## src/rtl/feature_stream_loader_pkg.sv

```systemverilog
// Shared types and constants for the feature stream loader: FSM encoding,
// feature-buffer read latency and the configuration legality check.
package feature_stream_loader_pkg;

  typedef enum logic [2:0] {
    ST_IDLE,
    ST_CLEAR,
    ST_FILL,
    ST_SWEEP,
    ST_LOAD,
    ST_DONE
  } state_t;

  // Feature buffer returns data this many cycles after the read strobe.
  localparam int RD_LAT = 1;

  // A row must hold at least one full window; the select index needs N >= 2.
  function automatic bit row_len_ok(input int row_len, input int n);
    return (row_len >= n) && (n >= 2);
  endfunction

endpackage

```

## src/rtl/feature_stream_loader.sv

```systemverilog
// Row sequencer: clears and fills the feature shift register, then sweeps taps per window.
// Load strobe trails the read by RD_LAT cycles; stall_i only holds the sweep, never FILL or LOAD.
module feature_stream_loader
  import feature_stream_loader_pkg::*;
#(
  parameter int N          = 3,
  parameter int I_WIDTH    = 8,
  parameter int ROW_LEN    = 32,
  parameter int ADDR_WIDTH = 10,
  parameter int SEL_WIDTH  = $clog2(N)
) (
  input  logic                  clk_i,
  input  logic                  rst_n_i,
  input  logic                  start_i,
  input  logic [ADDR_WIDTH-1:0] base_addr_i,
  input  logic                  stall_i,
  output logic                  busy_o,
  output logic                  done_o,
  output logic                  rd_en_o,
  output logic [ADDR_WIDTH-1:0] rd_addr_o,
  input  logic [I_WIDTH-1:0]    rd_data_i,
  output logic [I_WIDTH-1:0]    in_feature_o,
  output logic                  freg_ld_o,
  output logic                  freg_rst_o,
  output logic [SEL_WIDTH-1:0]  f_sel_o,
  output logic                  sel_valid_o
);

  localparam int FC_W    = $clog2(ROW_LEN + 1);
  localparam int WC_W    = $clog2(ROW_LEN - N + 2);
  localparam int WINDOWS = ROW_LEN - N + 1;

  if (!row_len_ok(ROW_LEN, N)) begin : g_cfg_check
    $error("feature_stream_loader: ROW_LEN (%0d) must be >= N (%0d) and N >= 2", ROW_LEN, N);
  end

  state_t                state_q, state_nxt;
  logic [ADDR_WIDTH-1:0] base_q;
  logic [FC_W-1:0]       feat_cnt_q;
  logic [WC_W-1:0]       win_cnt_q;
  logic [SEL_WIDTH-1:0]  sel_q;
  logic [RD_LAT-1:0]     ld_sr_q;
  logic                  rd_en;
  logic                  sel_last;
  logic                  last_win;
  logic                  fill_rd;
  logic                  sweep_go;

  assign sel_last = (sel_q == SEL_WIDTH'(N - 1));
  assign last_win = (win_cnt_q == WC_W'(WINDOWS - 1));
  assign fill_rd  = (feat_cnt_q < FC_W'(N));
  assign sweep_go = (state_q == ST_SWEEP) && !stall_i;

  always_comb begin
    state_nxt = state_q;
    rd_en     = 1'b0;
    case (state_q)
      ST_IDLE:  if (start_i) state_nxt = ST_CLEAR;
      ST_CLEAR: state_nxt = ST_FILL;
      ST_FILL: begin
        // N reads, then one extra cycle for the last load to land.
        if (fill_rd) rd_en = 1'b1;
        else         state_nxt = ST_SWEEP;
      end
      ST_SWEEP: begin
        if (sweep_go && sel_last) begin
          if (last_win) begin
            state_nxt = ST_DONE;
          end else begin
            rd_en     = 1'b1;
            state_nxt = ST_LOAD;
          end
        end
      end
      ST_LOAD:  state_nxt = ST_SWEEP;
      ST_DONE:  state_nxt = ST_IDLE;
      default:  state_nxt = ST_IDLE;
    endcase
  end

  always_ff @(posedge clk_i or negedge rst_n_i) begin
    if (!rst_n_i) begin
      state_q    <= ST_IDLE;
      base_q     <= '0;
      feat_cnt_q <= '0;
      win_cnt_q  <= '0;
      sel_q      <= '0;
      ld_sr_q    <= '0;
    end else begin
      state_q <= state_nxt;
      ld_sr_q <= RD_LAT'({ld_sr_q, rd_en});
      if (state_q == ST_IDLE && start_i) begin
        base_q     <= base_addr_i;
        feat_cnt_q <= '0;
        win_cnt_q  <= '0;
        sel_q      <= '0;
      end else begin
        if (rd_en) feat_cnt_q <= feat_cnt_q + 1'b1;
        if (sweep_go) begin
          if (sel_last) begin
            sel_q     <= '0;
            win_cnt_q <= win_cnt_q + 1'b1;
          end else begin
            sel_q <= sel_q + 1'b1;
          end
        end
      end
    end
  end

  assign busy_o       = (state_q != ST_IDLE);
  assign done_o       = (state_q == ST_DONE);
  assign rd_en_o      = rd_en;
  assign rd_addr_o    = base_q + ADDR_WIDTH'(feat_cnt_q);
  assign in_feature_o = rd_data_i;
  assign freg_ld_o    = ld_sr_q[RD_LAT-1];
  assign freg_rst_o   = (state_q == ST_CLEAR);
  assign f_sel_o      = sel_q;
  assign sel_valid_o  = sweep_go;

endmodule
```

## config.mk

```make
export PLATFORM = sky130hd
export DESIGN_NAME = feature_stream_loader
export DESIGN_NICKNAME = d
export VERILOG_FILES = /design/src/rtl/feature_stream_loader_pkg.sv /design/src/rtl/feature_stream_loader.sv
export SDC_FILE = /design/constraint.sdc
export NUM_CORES = 1
export LEC_CHECK = 0
export CAP_MARGIN = 20
export CORE_UTILIZATION = 39
export CTS_BUF_LIST = sky130_fd_sc_hd__clkbuf_4
export DETAILED_ROUTE_END_ITERATION = 7
export HOLD_SLACK_MARGIN = 0.08
export PLACE_DENSITY = 0.68
export SLEW_MARGIN = 20
export SYNTH_ARGS = -nofsm -noshare
export SYNTH_HDL_FRONTEND = slang
export SYNTH_SLANG_ARGS = --single-unit
```

## constraint.sdc

```tcl
create_clock -name clk_i -period 3.2 [get_ports clk_i]
set_input_delay 0.64 -clock clk_i [delete_from_list [all_inputs] [get_ports clk_i]]
set_output_delay 0.64 -clock clk_i [all_outputs]
set_load 0.005 [all_outputs]
```

---- After elaboration in Yosys (flattened, before gate mapping) ----
Index checks and enable logic that the tools add are counted.
word-level totals
  register bits after elaboration ......... 27
  input port bits ......................... 22
  output and inout port bits .............. 26
  logic and storage cells ................. 49
operators by class
  add/subtract/negate cells ............... 4
  order comparisons ....................... 1
  equality and inequality tests ........... 10
  multiplexer cells ....................... 17
  reductions and logical operators ........ 11
operators with widths
  kind                                                                   number
  5-bit two-way mux                                                      3
  3-bit case mux with 5 select lines                                     1
  6-bit two-way mux                                                      2
  10-bit by 6-bit adder with 10-bit output                               1
  3-bit two-way mux                                                      3
  6-bit by 1-bit adder with 6-bit output, second input constant          1
  3-bit by 2-bit equality test with 1-bit output, second input constant  2
  3-bit equality test, second input constant                             2
  6-bit by 2-bit < comparator with 1-bit output, second input constant   1
  2-bit two-way mux                                                      3
  2-bit nonzero test                                                     3
  5-bit by 1-bit adder with 5-bit output, second input constant          1
  5-bit equality test, second input constant                             1
  1-bit two-way mux                                                      4
  2-bit != test, second input constant                                   2
  3-bit by 1-bit equality test with 1-bit output, second input constant  1
  1-bit logical AND                                                      3
  3-bit logical NOT                                                      1
  3-bit AND reduction                                                    1
  3-bit nonzero test                                                     1
  2-bit by 1-bit adder with 2-bit output, second input constant          1
  2-bit equality test, second input constant                             1
  2-bit by 1-bit != test with 1-bit output, second input constant        1
  1-bit case mux with 2 select lines                                     1
  other kinds (2)                                                        2

---- Depth between registers and ports, before layout ----
  depth in word-level cells ............... 7
  gate-level depth with buffers ........... 7
  mapped depth without buffers ............ 6

---- Worst setup path before layout ----
Ideal clock, no wire load.
  path type ............................... reg-to-output
  start point ............................. register feat_cnt_q[0]
  end point ............................... output port rd_addr_o[8]
  arrival ................................. 1.692 ns
  data required time ...................... 2.560 ns
  slack ................................... 0.868 ns
  cell stages (with the launch flop) ...... 6
  path buffers ............................ 0
  cell sequence ........................... dfrtp_1 > ha_1 > fa_1 > a21oi_1 > o21ai_0 > o311ai_0
between the ends
  longest elaborated chain between the ends .. 1
RTL lines
  element                                   line                          RTL
  from (decl)                               feature_stream_loader.sv:39   logic [FC_W-1:0] feat_cnt_q;
  from (signal assigned)                    feature_stream_loader.sv:98   if (rd_en) feat_cnt_q <= feat_cnt_q + 1'b1;
  10-bit by 6-bit adder with 10-bit output  feature_stream_loader.sv:114  assign rd_addr_o = base_q + ADDR_WIDTH'(feat_cnt_q);
  to (decl)                                 feature_stream_loader.sv:20   output logic [ADDR_WIDTH-1:0] rd_addr_o,
Every way passes these cells.

---- Final worst setup path ----
  start point ............................. register feat_cnt_q[0]
  end point ............................... output port rd_addr_o[6]
The elaborated chain is that of the path after synthesis.

==> reports/qor.csv <==
stage,metric,value,unit
power,p_leak,0.0008588,uW
logic_synthesis,synth.area.top_cells,"dfrtp_1 40%, ha_1 6.6%, mux2_1 5.3%",
drt,dr.pass1.iters,4,
clock_tree,cts_tree,yes,
logic_synthesis,netlist_instances,159,
worst_setup_path,path_max_fanout,3,
clock_tree,hold_buffers,0,
global_route,grt_pass1_wl,5230,um
timing,final-max-slew-violation-count,0,
timing,timing_worst_slew_pin_value,0.6157,ns
logic_synthesis,ys_seq_elements,27,
drt,ant_nets,0,
place,portBuffers,31,
timing,finalSetupTns,0,ns
run,max_cap_violations,0,
timing,finalHoldViolations,0,
drt,route.detailed.drc,0,
logic_synthesis,synth.most_common_cell,dfrtp_1,
layout,finalNetCount,216,
worst_hold_path,worstHoldPathType,reg -> reg,
timing,fin_worst_skew,0.002669,ns
timing,max_freq,326.6,MHz
floorplanning,start_util,0.4146,
clock_tree,clk_transition_reported_paths,0.13,ns
layout,drive_above_1_share,0.1421,
power,power_density,944.6,nW/um^2
floorplanning,core_region_area,4086,um^2
place,hpwl,2407,um
floorplanning,num_rows,23,
layout,antennaDiodeCount,0,
worst_setup_path,critPathArrivalTime,2.42,ns
timing,relSlewSlack,0.5887,
floorplanning,ios,48,
logic_synthesis,syn_nets,191,
clock_tree,cts.sinks,27,
logic_synthesis,netlist_area,1694,um^2
logic_synthesis,synth_top_area_cell,dfrtp_1,
logic_synthesis,yosysSeqAreaShare,0.3988,
place,pre_cts_ws,0.1858,ns
logic_synthesis,synth_common_cells,"27 x dfrtp_1, 12 x nor2_1, 10 x buf_4",
drt,wl_per_cell,13.78,um
drt,num_vias,1210,
outcome,status,completed,
floorplanning,dieArea,4612,um^2
timing,period_share,0.9568,
clock_tree,htree_levels,1,
global_route,grt_max_degree,28,
drt,vias_per_cell,5.193,
power,ir_drop,0.3916,mV
layout,syn2layout_area_growth,22.16,%
drt,routed_wl,3211,um
worst_setup_path,cp_data_required_time,2.56,ns
layout,n_fill_cell,369,
clock_tree,root_buffer,clkbuf_4,
worst_setup_path,path_class,reg -> out,
layout,ff_latch_area,675.6,um^2
logic_synthesis,synth-warning-count,0,
timing,min_period,3.062,ns
clock_tree,cts_buffer_depth,2,
clock_tree,cts_made_buffers,3,
place,place_congestion,0.8273,
worst_setup_path,start_kind,flop,
global_route,antenna_found_initial,0,
timing,setup_slack,0.1381,ns
logic_synthesis,synth_async_sr_flop_share,1.000,
logic_synthesis,avgSynthCellArea,10.65,um^2
layout,multi_input_area,935.9,um^2
global_route,grt_pass1_vias,1193,
drt,drtIter0Drc,38,
floorplanning,die_h,67.91,um
logic_synthesis,ys_types,45,
global_route,grt-ovfl-total,0,
logic_synthesis,synth_flop_cell,dfrtp_1,
worst_setup_path,cp-end-kind,output pin,
floorplanning,die_w,67.91,um
logic_synthesis,synth-edff-count,0,
timing,setup_viol,0,
clock_tree,clk_latency,0.32,ns
logic_synthesis,yosysTopAreaCellShare,0.3988,
global_route,track_usage,0.1519,
## worst paths after layout
path | startpoint | to | slack, ns | depth (start not counted)
max | feat_cnt_q[0]$_DFFE_PN0P_ | rd_addr_o[6] | 0.14 | 7
min | base_q[5]$_DFFE_PN0N_ | base_q[5]$_DFFE_PN0N_ | 0.51 | 1
max reg2reg | feat_cnt_q[1]$_DFFE_PN0P_ | feat_cnt_q[1]$_DFFE_PN0P_ | 1.12 | 6
min reg2reg | base_q[5]$_DFFE_PN0N_ | base_q[5]$_DFFE_PN0N_ | 0.51 | 1
max in group asynchronous | rst_n_i | feat_cnt_q[0]$_DFFE_PN0P_ | 2.27 | 2
min in group asynchronous | rst_n_i | base_q[8]$_DFFE_PN0N_ | 0.68 | 2
## kinds of logic (layout without fill, tap and decap cells)
| logic type | after synthesis | in the layout | share of synthesized area |
|---|---|---|---|
| fa+ha+maj | 10 | 10 | 0.07829 |
| compound gates | 21 | 21 | 0.08937 |
| simple gates | 53 | 53 | 0.1950 |
| mux | 12 | 12 | 0.08124 |
| buf+inv | 21 | 45 | 0.07976 |
| flops | 27 | 27 | 0.3988 |
| xor+xnor | 15 | 15 | 0.07755 |
## registers in the layout, summed over array words and instances, names as in the netlist
signal	cells
f_sel_o	2
base_q	10
freg_ld_o	1
feat_cnt_q	6
state_q	3
win_cnt_q	5
## per-layer routing
metal	vias up	global-route usage	wire, um
met5	-	0	0
met4	0	0.05208	26
met3	6	0.02667	152
met2	32	0.2636	1561
met1	565	0.1889	1471
li1	607	-	-
## power breakdown
group	internal, uW	switching (uW)
Sequential	480	172
Clock	57.2	93.1
Combinational	685	467
## through the flow
step                power (uW)  instances    util  hold slack, ns  instance area, um^2
CTS                       1923        232  0.4960          0.5195                 2027
detailed placement        1724        227  0.4819          0.4884                 1969
global route              2126        233  0.5064          0.5495                 2069
finish                    1955        233  0.5064          0.5148                 2069
floorplan                 1259        159       -          0.3444                 1694
global placement          1678        227  0.4819          0.4830                 1969
## worst max-delay path: stages, from the launching register on
cell and delay, ns:
dfrtp_1 0.43, ha_1 0.22, fa_2 0.38, a21oi_4 0.17
o211ai_1 0.11, a21oi_2 0.15, xnor2_1 0.13, clkdlybuf4s50_1 0.51
## layout make-up
cell class | instances | share of cell area
clock buffers | 4 | 0.01451
inverters | 6 | 0.01088
multi-input cells | 111 | 0.4522
flip-flops and latches | 27 | 0.3265
well taps | 50 | 0.03023
repair buffers | 35 | 0.1657
## cells in the final DEF (no fill, tap or decap), drive strengths merged, types with 6 or more instances in the layout
master,netlist,final
nand4,6,6
clkdlybuf4s50,0,30
nor2,13,13
ha,9,9
xor2,9,9
mux2,11,11
xnor2,6,6
inv,6,6
a21oi,7,7
dfrtp,27,27
## what timing repair did
action,4_1_cts,5_1_grt
resized for setup,5,6
hold endpoints to repair,0,0
setup buffers,1,1
pin swaps,1,3
endpoints found under the setup margin,2,3
No activity file was read; power rests on OpenSTA's default activity.
